--- src/rtl/crg_jtag_tap.sv ---
// IEEE 1149.1-style TAP controller: 16-state FSM, IR, IDCODE and BYPASS
// registers, plus strobes for an external boundary-scan cell chain.
module crg_jtag_tap #(
  parameter int          IR_W   = 4,
  parameter logic [31:0] IDCODE = 32'h1000_0C4B
) (
  input  logic            tck,
  input  logic            trstn,
  input  logic            tms,
  input  logic            tdi,
  input  logic            bs_tdo,
  output logic            tdo,
  output logic            tdo_en,
  output logic            bs_capture,
  output logic            bs_shift,
  output logic            bs_update,
  output logic            bs_mode,
  output logic [IR_W-1:0] ir_out,
  output logic [3:0]      tap_state
);

  localparam logic [IR_W-1:0] I_EXTEST = '0;
  localparam logic [IR_W-1:0] I_SAMPLE = IR_W'(1);
  localparam logic [IR_W-1:0] I_IDCODE = IR_W'(2);

  typedef enum logic [3:0] {
    TLR, RTI, SEL_DR, CAP_DR, SH_DR, EX1_DR, PAU_DR, EX2_DR, UPD_DR,
    SEL_IR, CAP_IR, SH_IR, EX1_IR, PAU_IR, EX2_IR, UPD_IR
  } state_t;

  state_t          r_state, w_next;
  logic [IR_W-1:0] r_ir, r_ir_sr;
  logic [31:0]     r_id;
  logic            r_byp, r_tdo, r_tdo_en;
  logic            w_sel_bs, w_sel_id, w_dr_lsb;

  // Next-state decode from tms
  always_comb begin
    w_next = r_state;
    case (r_state)
      TLR:    w_next = tms ? TLR    : RTI;
      RTI:    w_next = tms ? SEL_DR : RTI;
      SEL_DR: w_next = tms ? SEL_IR : CAP_DR;
      CAP_DR: w_next = tms ? EX1_DR : SH_DR;
      SH_DR:  w_next = tms ? EX1_DR : SH_DR;
      EX1_DR: w_next = tms ? UPD_DR : PAU_DR;
      PAU_DR: w_next = tms ? EX2_DR : PAU_DR;
      EX2_DR: w_next = tms ? UPD_DR : SH_DR;
      UPD_DR: w_next = tms ? SEL_DR : RTI;
      SEL_IR: w_next = tms ? TLR    : CAP_IR;
      CAP_IR: w_next = tms ? EX1_IR : SH_IR;
      SH_IR:  w_next = tms ? EX1_IR : SH_IR;
      EX1_IR: w_next = tms ? UPD_IR : PAU_IR;
      PAU_IR: w_next = tms ? EX2_IR : PAU_IR;
      EX2_IR: w_next = tms ? UPD_IR : SH_IR;
      UPD_IR: w_next = tms ? SEL_DR : RTI;
      default: w_next = TLR;
    endcase
  end

  // State register; trstn overrides tms
  always_ff @(posedge tck) begin
    if (!trstn) r_state <= TLR;
    else        r_state <= w_next;
  end

  // Instruction decode; codes other than EXTEST/SAMPLE/IDCODE select bypass
  assign w_sel_bs = (r_ir == I_EXTEST) || (r_ir == I_SAMPLE);
  assign w_sel_id = (r_ir == I_IDCODE);
  assign w_dr_lsb = w_sel_id ? r_id[0] : (w_sel_bs ? bs_tdo : r_byp);

  // IR shift stage and update latch; IDCODE is loaded on every edge landing
  // in TLR so ir_out reads IDCODE for every cycle spent there
  always_ff @(posedge tck) begin
    if (!trstn) begin
      r_ir_sr <= '0;
      r_ir    <= I_IDCODE;
    end else begin
      if (r_state == CAP_IR)     r_ir_sr <= IR_W'(1);
      else if (r_state == SH_IR) r_ir_sr <= {tdi, r_ir_sr[IR_W-1:1]};
      if (r_state == UPD_IR)     r_ir <= r_ir_sr;
      else if (w_next == TLR)    r_ir <= I_IDCODE;
    end
  end

  // IDCODE and BYPASS data registers; only the selected one moves
  always_ff @(posedge tck) begin
    if (!trstn) begin
      r_id  <= IDCODE;
      r_byp <= 1'b0;
    end else if (r_state == CAP_DR) begin
      if (w_sel_id)       r_id  <= IDCODE;
      else if (!w_sel_bs) r_byp <= 1'b0;
    end else if (r_state == SH_DR) begin
      if (w_sel_id)       r_id  <= {tdi, r_id[31:1]};
      else if (!w_sel_bs) r_byp <= tdi;
    end
  end

  // tdo takes the pre-shift LSB on shift edges and holds otherwise
  always_ff @(posedge tck) begin
    if (!trstn) begin
      r_tdo    <= 1'b0;
      r_tdo_en <= 1'b0;
    end else begin
      if (r_state == SH_DR)      r_tdo <= w_dr_lsb;
      else if (r_state == SH_IR) r_tdo <= r_ir_sr[0];
      r_tdo_en <= (r_state == SH_DR) || (r_state == SH_IR);
    end
  end

  assign tdo        = r_tdo;
  assign tdo_en     = r_tdo_en;
  assign ir_out     = r_ir;
  assign tap_state  = r_state;
  assign bs_mode    = (r_ir == I_EXTEST);
  assign bs_capture = w_sel_bs && (r_state == CAP_DR);
  assign bs_shift   = w_sel_bs && (r_state == SH_DR);
  assign bs_update  = w_sel_bs && (r_state == UPD_DR);

endmodule

--- config.mk ---
export PLATFORM = sky130hd
export DESIGN_NAME = crg_jtag_tap
export DESIGN_NICKNAME = d
export VERILOG_FILES = /design/src/rtl/crg_jtag_tap.sv
export SDC_FILE = /design/constraint.sdc
export NUM_CORES = 1
export LEC_CHECK = 0
export ABC_CLOCK_PERIOD_IN_PS = 2800
export BUFFER_PORTS_ARGS = -buffer_cell sky130_fd_sc_hd__clkbuf_2
export CAP_MARGIN = 10
export CORE_UTILIZATION = 40
export CTS_CLUSTER_SIZE = 12
export DETAILED_ROUTE_END_ITERATION = 16
export PLACE_DENSITY_LB_ADDON = 0.12
export SLEW_MARGIN = 10
export SYNTH_ARGS = -nofsm -noshare
export SYNTH_HDL_FRONTEND = slang
export SYNTH_SLANG_ARGS = --single-unit
--- constraint.sdc ---
create_clock -name tck -period 2.8 [get_ports tck]
set_clock_uncertainty 0.05 [all_clocks]
set_input_delay 0 -clock tck [delete_from_list [all_inputs] [get_ports tck]]
set_output_delay 0 -clock tck [all_outputs]
set_load 0.02 [all_outputs]
-- Word level (Yosys, flattened, before mapping)
Cells that the tools add are included.
- flip-flop bits (word level): 47
- output and inout bits: 14
- input bits: 5
- equal/unequal tests: 23
- bitwise logic cells: 1
- reductions and logical operators: 18
- mux-type cells: 31
- operators with widths (operator ; count):
    32-bit two-way mux ; 4
    4-bit one-hot mux with 12 select lines ; 1
    4-bit == test, second input constant ; 8
    4-bit two-way mux ; 6
    4-bit by 3-bit == test with 1-bit output, second input constant ; 4
    1-bit two-way mux ; 15
    4-bit by 2-bit == test with 1-bit output, second input constant ; 3
    4-bit zero test ; 3
    2-bit != test, second input constant ; 6
    4-bit by 1-bit == test with 1-bit output, second input constant ; 2
    2-bit nonzero test ; 4
    2-bit two-way mux ; 3
    3-bit two-way mux ; 2
    2-bit OR reduction ; 3
    5-bit AND reduction ; 1
    1-bit logical AND ; 3
    3-bit AND reduction ; 1
    3-bit OR reduction ; 1
    1-bit logical OR ; 2
    1-bit inverter ; 1

-- Logic depth before layout (Yosys ltp)
Gate-level depths: netlist (run 1).
- word-level depth: 6
- gate-level depth with buffers: 7

-- Least setup slack after synthesis (run 1)
No wires, ideal clock.
- path type: register to register
- start: register r_state[1] (netlist: tap_state[1])
- end: register r_id[10]
- stages on the path, launching flop included: 7
- period minus slack after synthesis: 2.009 ns
- arrival time: 1.825 ns
- setup time: 0.134 ns
- path slack: 0.791 ns
- path buffers: 2
- cells stage by stage: dfxtp_1 > buf_2 > or3b_1 > a2111oi_4 > buf_4 > nor3b_1 > o21ai_0
- cells in the longest elaborated chain, start to end: 3
- RTL lines (element ; RTL line ; RTL):
    start: declaration ; 31 ; state_t r_state, w_next;
    start signal: assignment ; 64 ; else r_state <= w_next;
    4-bit by 3-bit == test with 1-bit output / 4-bit by 2-bit == test with 1-bit output (equally long branches) ; 94, 91 ;
    2-bit != test (no source line) / 2-bit nonzero test (equally long branches) ; n/a ;
    3-bit AND reduction (no source line) ; n/a ;
    end signal: assignment ; 95 ; if (w_sel_id) r_id <= {tdi, r_id[31:1]};
    end: declaration ; 33 ; logic [31:0] r_id;
Several ways; a longest one is shown, not always the timed one.
A chain may end at the register's enable or synchronous reset.

-- Worst setup path in the final report (run 1)
- start: register r_state[1] (netlist: tap_state[1])
- end: output bs_capture
- cells in the longest elaborated chain, start to end: 2
- RTL lines (element ; RTL line ; RTL):
    4-bit by 2-bit == test with 1-bit output ; 117 ; assign bs_capture = w_sel_bs && (r_state == CAP_DR);
    1-bit logical AND ; 117 ;
    end: declaration ; 14 ; output logic bs_capture,
No other way between the ends.

==> results of run 1 <==
-- stage by stage --
| stage | area [sq um] | setup slack, ns | power, mW | util | std cells |
|---|---|---|---|---|---|
| 2_1_floorplan | 2093 | 0.7909 | 0.8153 | - | 255 |
| 3_3_place_gp | 2217 | 0.7096 | 0.8466 | 0.4544 | 320 |
| 3_5_place_dp | 2217 | 0.6655 | 0.8469 | 0.4544 | 320 |
| 4_1_cts | 2342 | 0.5754 | 1.360 | 0.4800 | 329 |
| 5_1_grt | 2342 | 0.3933 | 1.404 | 0.4800 | 329 |
| 6_report | 2342 | 0.5838 | 1.342 | 0.4800 | 329 |
-- area by class of cell --
cell class / count / area, sq um
Sequential cell: 47 / 940.9
Clock buffer: 5 / 68.82
Timing Repair Buffer: 25 / 157.7
Multi-Input combinational cell: 174 / 1015
Inverter: 8 / 30.03
Clock inverter: 3 / 46.29
Tap cell: 67 / 83.83
Fill cell: 502 / 2537
-- cells in the mapped netlist, types with 3 or more instances --
cell type,count
and3_1,4
nor2_1,11
a22o_1,3
nor2b_1,5
dfxtp_1,47
o21ai_0,37
o311a_1,3
buf_2,5
inv_1,8
nand2_1,36
a21boi_0,5
nor3b_1,7
clkbuf_1,18
nand4_1,26
nand3_1,4
-- state kept, by name, indices dropped and copies added (netlist names) --
register	flops
r_id	32
r_byp	1
ir_out	4
tap_state	4
tdo_en	1
r_ir_sr	4
tdo	1
-- kinds of logic (layout without fill, tap and decap cells) --
logic type	count (synthesis)	count (layout)
AOI/OAI and AO/OA	64	64
xor gates and xnor gates	1	1
buffers and inverters	34	41
DFF	47	47
muxes	1	1
and+or+nand+nor	108	108
-- worst max path at each step --
stage | startpoint | to | slack [ns] | depth (start not counted)
6_report | tap_state[1] | bs_capture | 0.58 | 5
5_1_grt | tap_state[1] | bs_capture | 0.39 | 5
4_1_cts | tap_state[1] | bs_capture | 0.58 | 5
3_5_place_dp | tap_state[1] | r_id[3] | 0.67 | 5
3_3_place_gp | tap_state[1] | r_id[0] | 0.71 | 5
2_1_floorplan | tap_state[1] | r_id[10] | 0.79 | 6
-- routing by layer --
layer  up-vias  share of wire  global-route usage
met5         -              0                   0
met4         0         0.0089             0.04403
met3         4          0.033             0.04065
met2        31           0.41              0.2697
met1       809           0.55              0.2271
li1        930              -                   -
-- worst max-delay path: stages, from the launching register on --
cell,delay [ns]
dfxtp_1,0.70
inv_1,0.14
or4_1,0.48
buf_4,0.24
nor2_1,0.11
clkbuf_2,0.17
-- power by group --
part / switching, mW / leakage [nW] / internal, mW
sequential: 0.0235 / 0.380 / 0.684
combinational: 0.0776 / 0.419 / 0.0468
clock: 0.241 / 0.0548 / 0.269
==> reports/metrics.csv, run 1 <==
stage,metric,value,unit
outcome,status,"complete, no violations",
global_route,first_global_vias,1558,
yosys,synth.yosys.seq_area_share,0.4495,
detailed_routing,drcViolationCount,0,
yosys,syn-num-nets,260,
place,dp.final_hpwl,2531,microns
flow_run,cap_viol_max_count,0,
power,p_leak,0.8539,nW
global_route,grt_pass1_wl,7182,microns
worst_setup_path,cp-start-kind,flip-flop,
die,fp.dieW,74.34,microns
worst_setup_path,critPathRequiredTime,2.75,ns
yosys,synth_area_leaders,"dfxtp_1 45%, o21ai_0 8.8%, nand4_1 7.8%",
min_path,hold_path_end,tdo,
global_route,grt_max_degree,65,
yosys,ys.flop_type,dfxtp_1,
timing,min_period_over_period,0.7915,
worst_setup_path,rr_worst_depth,5,
cts,numCtsBuffers,5,
timing,hold_violations,0,
layout,layout_commonest_cell,dfxtp_1,
cts,ctsHoldBuffers,1,
cts,clkTransAtPathRegs,0.09,ns
cts,clock_latency,0.30,ns
detailed_routing,avgRoutedWirePerCell,12.68,microns
yosys,synth-simple-area-share,0.2744,
min_path,hold_path_class,input port to flip-flop,
yosys,synth_cell_types,42,
detailed_routing,via_per_inst,5.392,
detailed_routing,drtAntennaViolNets,0,
die,coreArea,4880,sq um
yosys,synth_top_family_by_area,simple AND/OR/NAND/NOR gates,
yosys,ys.warnings.count,0,
worst_setup_path,critical_path_class,flip-flop to primary output,
yosys,synth_edf_count,0,
yosys,syn-instance-count,255,
layout,layout_common_cells,"47 x dfxtp_1, 37 x o21ai_0, 36 x nand2_1",
cts,numClockSinks,47,
yosys,synth_xor_area_frac,0.004184,
layout,drive_above_1_share,0.1298,
die,fp-row-count,25,
cts,cts-root-buf,clkbuf_8,
detailed_routing,routed_wl,4173,microns
place,numPortBuffers,18,
timing,slew_violations,0,
worst_setup_path,reg2reg_slack,0.65,ns
worst_setup_path,r2r-start,tap_state[1],
detailed_routing,drtPass1Iterations,4,
cts,post_cts_buffers,0,
worst_setup_path,critPathArrivalTime,2.17,ns
detailed_routing,drt-initial-drc-count,175,
yosys,ys_ff_latch,47,
global_route,overflow,0,
timing,worstMarginPinSlew,0.6967,ns
layout,n_antenna_cell,0,
yosys,synth_top_area_frac,0.4495,
global_route,grt_use_total,0.1681,
cts,htree_levels,2,
min_path,min_from,bs_tdo,
die,die_area,5526,sq um
yosys,synth-async-reset-ratio,0,
timing,max_freq,451.2,MHz
die,die_y,74.34,microns
place,routabilityCongestion,0.7431,
timing,min_period,2.216,ns
power,powerDensity,573.1,nW/um^2
global_route,antenna_found_initial,0,
worst_setup_path,path_max_fanout,27,
timing,setup_tns,0,ns
cts,cts_tree,built,
die,io_pins,19,
timing,setup-violations-final,0,
min_path,hold_path_depth,4,
worst_setup_path,r2r-end,r_id[10],
layout,area_delta_synth_final,11.89,%
timing,rsz0062_at_grt,no,
cts,post_cts_resized,0,
yosys,synth_area_per_cell,8.209,sq um
timing,slew-limit-headroom,0.5290,
power,peakVddDrop,0.2972,mV
layout,final_nets,266,
cts,clockBufferDepth,2,
yosys,netlist.top_cell.by_area,dfxtp_1,
yosys,synth_fa_ha_area_frac,0,
worst_setup_path,setup.worst_path.end_class,primary output,
die,initial_core_util,0.4290,
yosys,syn-cell-area,2093,sq um
yosys,synth_compound_area_frac,0.2014,
detailed_routing,num_vias,1774,
yosys,synth_mux_area_frac,0.004782,
timing,whs,0.09297,ns
(Power assumes the default switching activity.)
==> inputs of run 2 (changes only) <==
Settings changed: ABC_AREA from default to 1, ABC_CLOCK_PERIOD_IN_PS 2800 to 2300.
Clock period 2.8 ns to 2.3 ns, I/O delays scaled along.
==> reports/metrics.csv, run 2 <==
stage,metric,value,unit,change
cts,post_cts_buffers,0,,unchanged
flow_run,cap_viol_max_count,0,,unchanged
die,fp-row-count,25,,unchanged
worst_setup_path,path_buf_inv,2,,-1
global_route,antenna_found_initial,0,,unchanged
detailed_routing,wl_met1,2392,microns,+5.0%
cts,cts-root-buf,clkbuf_8,,
timing,rsz0062_at_grt,no,,
die,coreArea,4817,sq um,-1.3%
power,powerDensity,641.9,nW/um^2,+12%
timing,setup-violations-final,0,,unchanged
layout,final_cell_area,2238,sq um,-4.4%
worst_setup_path,cpPeakStageDelay,0.46,ns,-0.24 ns
cts,clockBufferDepth,2,,unchanged
worst_setup_path,crit_path_cell_trace,nand2_1 > inv_1 > nand2_4 > a21oi_4 > inv_2 > nand2_1 > a21oi_1,,
worst_setup_path,cpLargestDelayFamily,flip-flops,,
timing,max_freq,537.7,MHz,
detailed_routing,routed_wl,4618,microns,+11%
detailed_routing,wl_met2,1945,microns,+13%
layout,layout_common_cells,"66 x nand2_1, 47 x dfxtp_1, 39 x nand3_1",,
layout,drive_above_1_share,0.1204,,-0.009370
worst_setup_path,cp-start-kind,flip-flop,,
layout,layout_commonest_cell,nand2_1,,
worst_setup_path,crit_top_cell,nand2_1,,
min_path,hold_path_depth,2,,-2
detailed_routing,drt-initial-drc-count,127,,-27%
yosys,synth_cell_types,21,,-50%
detailed_routing,avgRoutedWirePerCell,12.62,microns,-0.52%
timing,min_period_over_period,0.8086,,
global_route,overflow,0,,unchanged
cts,clkTransAtPathRegs,0.09,ns,about the same
yosys,ys.warnings.count,0,,unchanged
detailed_routing,wl_met3,214,microns,+55%
detailed_routing,via_per_inst,5.036,,-6.6%
power,peakVddDrop,0.2801,mV,-5.8%
worst_setup_path,critical_path_class,flip-flop to flip-flop,,
worst_setup_path,critPathRequiredTime,2.44,ns,-0.31 ns
timing,min_period,1.860,ns,
worst_setup_path,rr_worst_depth,7,,+2
place,dp.final_hpwl,3144,microns,+24%
place,numPortBuffers,18,,unchanged
yosys,syn-instance-count,282,,+11%
yosys,synth_common_cells,"66 x nand2_1, 47 x dfxtp_1, 39 x nand3_1",,
layout,largest_register,r_id,,
die,initial_core_util,0.4234,,-0.005598
yosys,synth_top_area_frac,0.4613,,+0.01186
detailed_routing,drtPass1Iterations,4,,unchanged
worst_setup_path,critPathArrivalTime,2.00,ns,-0.17 ns
outcome,status,"complete, no violations",,
yosys,ys.flop_type,dfxtp_1,,
global_route,grt_max_degree,32,,-51%
yosys,synth_most_common_cell,nand2_1,,
yosys,synth_area_per_cell,7.232,sq um,-12%
die,die_y,73.41,microns,-1.3%
worst_setup_path,cp.depth,7,,+2
timing,hold_violations,0,,unchanged
global_route,grt_pass1_wl,7893,microns,+9.9%
layout,largest_reg_flops,32,,unchanged
layout,fin_util,0.4647,,-0.01532
yosys,synth.yosys.seq_area_share,0.4613,,+0.01186
worst_setup_path,path_max_fanout,31,,+15%
die,die_area,5388,sq um,-2.5%
timing,slew_violations,0,,unchanged
global_route,grt_use_total,0.1901,,+0.02199
die,fp.dieW,73.41,microns,-1.3%
detailed_routing,num_vias,1843,,+3.9%
yosys,syn-cell-area,2039,sq um,-2.6%
global_route,first_global_vias,1611,,+3.4%
worst_setup_path,setup.worst_path.end_class,flip-flop,,
detailed_routing,drtAntennaViolNets,0,,unchanged
worst_setup_path,crit_slowest_cell,dfxtp_1,,
power,p_leak,0.9286,nW,+8.8%
layout,final_nets,304,,+14%
timing,setup_tns,0,ns,unchanged
cts,clock_latency,0.30,ns,about the same
cts,cts_tree,built,,
detailed_routing,drcViolationCount,0,,unchanged
cts,numClockSinks,47,,unchanged
place,routabilityCongestion,0.8754,,+18%
cts,numCtsBuffers,5,,unchanged
yosys,synth-async-reset-ratio,0,,unchanged
place,dpl_cell_area,2146,sq um,-3.2%
yosys,netlist.top_cell.by_area,dfxtp_1,,
yosys,synth_edf_count,0,,unchanged
layout,area_delta_synth_final,9.755,%,
timing,slew-limit-headroom,0.6579,,+0.1289
die,io_pins,19,,unchanged
yosys,syn-num-nets,287,,+10%
cts,htree_levels,2,,unchanged
layout,fill_cells,503,,+0.20%
layout,n_antenna_cell,0,,unchanged
min_path,hold_path_class,input port to flip-flop,,
yosys,synth_area_leaders,"dfxtp_1 46%, nand2_1 12%, nand3_1 9.6%",,
detailed_routing,top_layer,met4,,
timing,worstMarginPinSlew,0.5124,ns,-0.1843 ns
yosys,ys_ff_latch,47,,unchanged
-- run 2: path summary, 6_finish.rpt --
path | start | to | slack [ns]
worst min-delay path | trstn | ir_out[1] | 0.02
worst max register to register | tap_state[1] | r_id[7] | 0.44
worst min register to register | r_id[4] | r_id[4] | 0.41
worst max-delay path | tap_state[1] | r_id[7] | 0.44
-- run 2: routing by layer --
layer | track usage | up-vias
met2 | 0.2829 | 42
met3 | 0.04527 | 8
met5 | 0 | -
li1 | - | 956
met1 | 0.2719 | 837
met4 | 0.05769 | 0
-- run 2: what timing repair did --
item	in CTS	in global routing
endpoints found under the hold margin	1	0
hold buffers	1	0
gates resized for setup	0	0
-- run 2: cell families after synthesis --
group | count (synthesis) | share of synthesized area
and+or+nand+nor | 142 | 0.2951
AOI/OAI and AO/OA | 59 | 0.1571
DFF | 47 | 0.4613
buffers and inverters | 34 | 0.08650
-- run 2: cell type report --
cell class                      instances  area [sq um]  area share
Inverter                               21         78.83     0.03522
Multi-Input combinational cell        201         922.1      0.4120
Clock inverter                          2         13.76    0.006149
Clock buffer                            5         68.82     0.03074
Tap cell                               67         83.83     0.03745
Sequential cell                        47         940.9      0.4203
Timing Repair Buffer                   23         130.1     0.05813
-- run 2: report_power, final --
group / switching, mW / leakage (nW) / internal [mW] / total [mW]
clock network: 0.266 / 0.0440 / 0.208 / 0.474
registers: 0.0119 / 0.379 / 0.827 / 0.839
logic: 0.0887 / 0.505 / 0.0350 / 0.124
-- run 2: through the flow --
step	total power, mW	std cells	setup slack [ns]	hold WS [ns]
after floorplan	0.9515	282	0.6946	0.08837
after global placement	0.9826	358	0.4022	0.2652
after detailed placement	0.9774	358	0.4682	0.2524
after CTS	1.450	366	0.4609	0.01913
after global routing	1.506	366	0.2396	0.04305
final	1.437	366	0.4403	0.02305
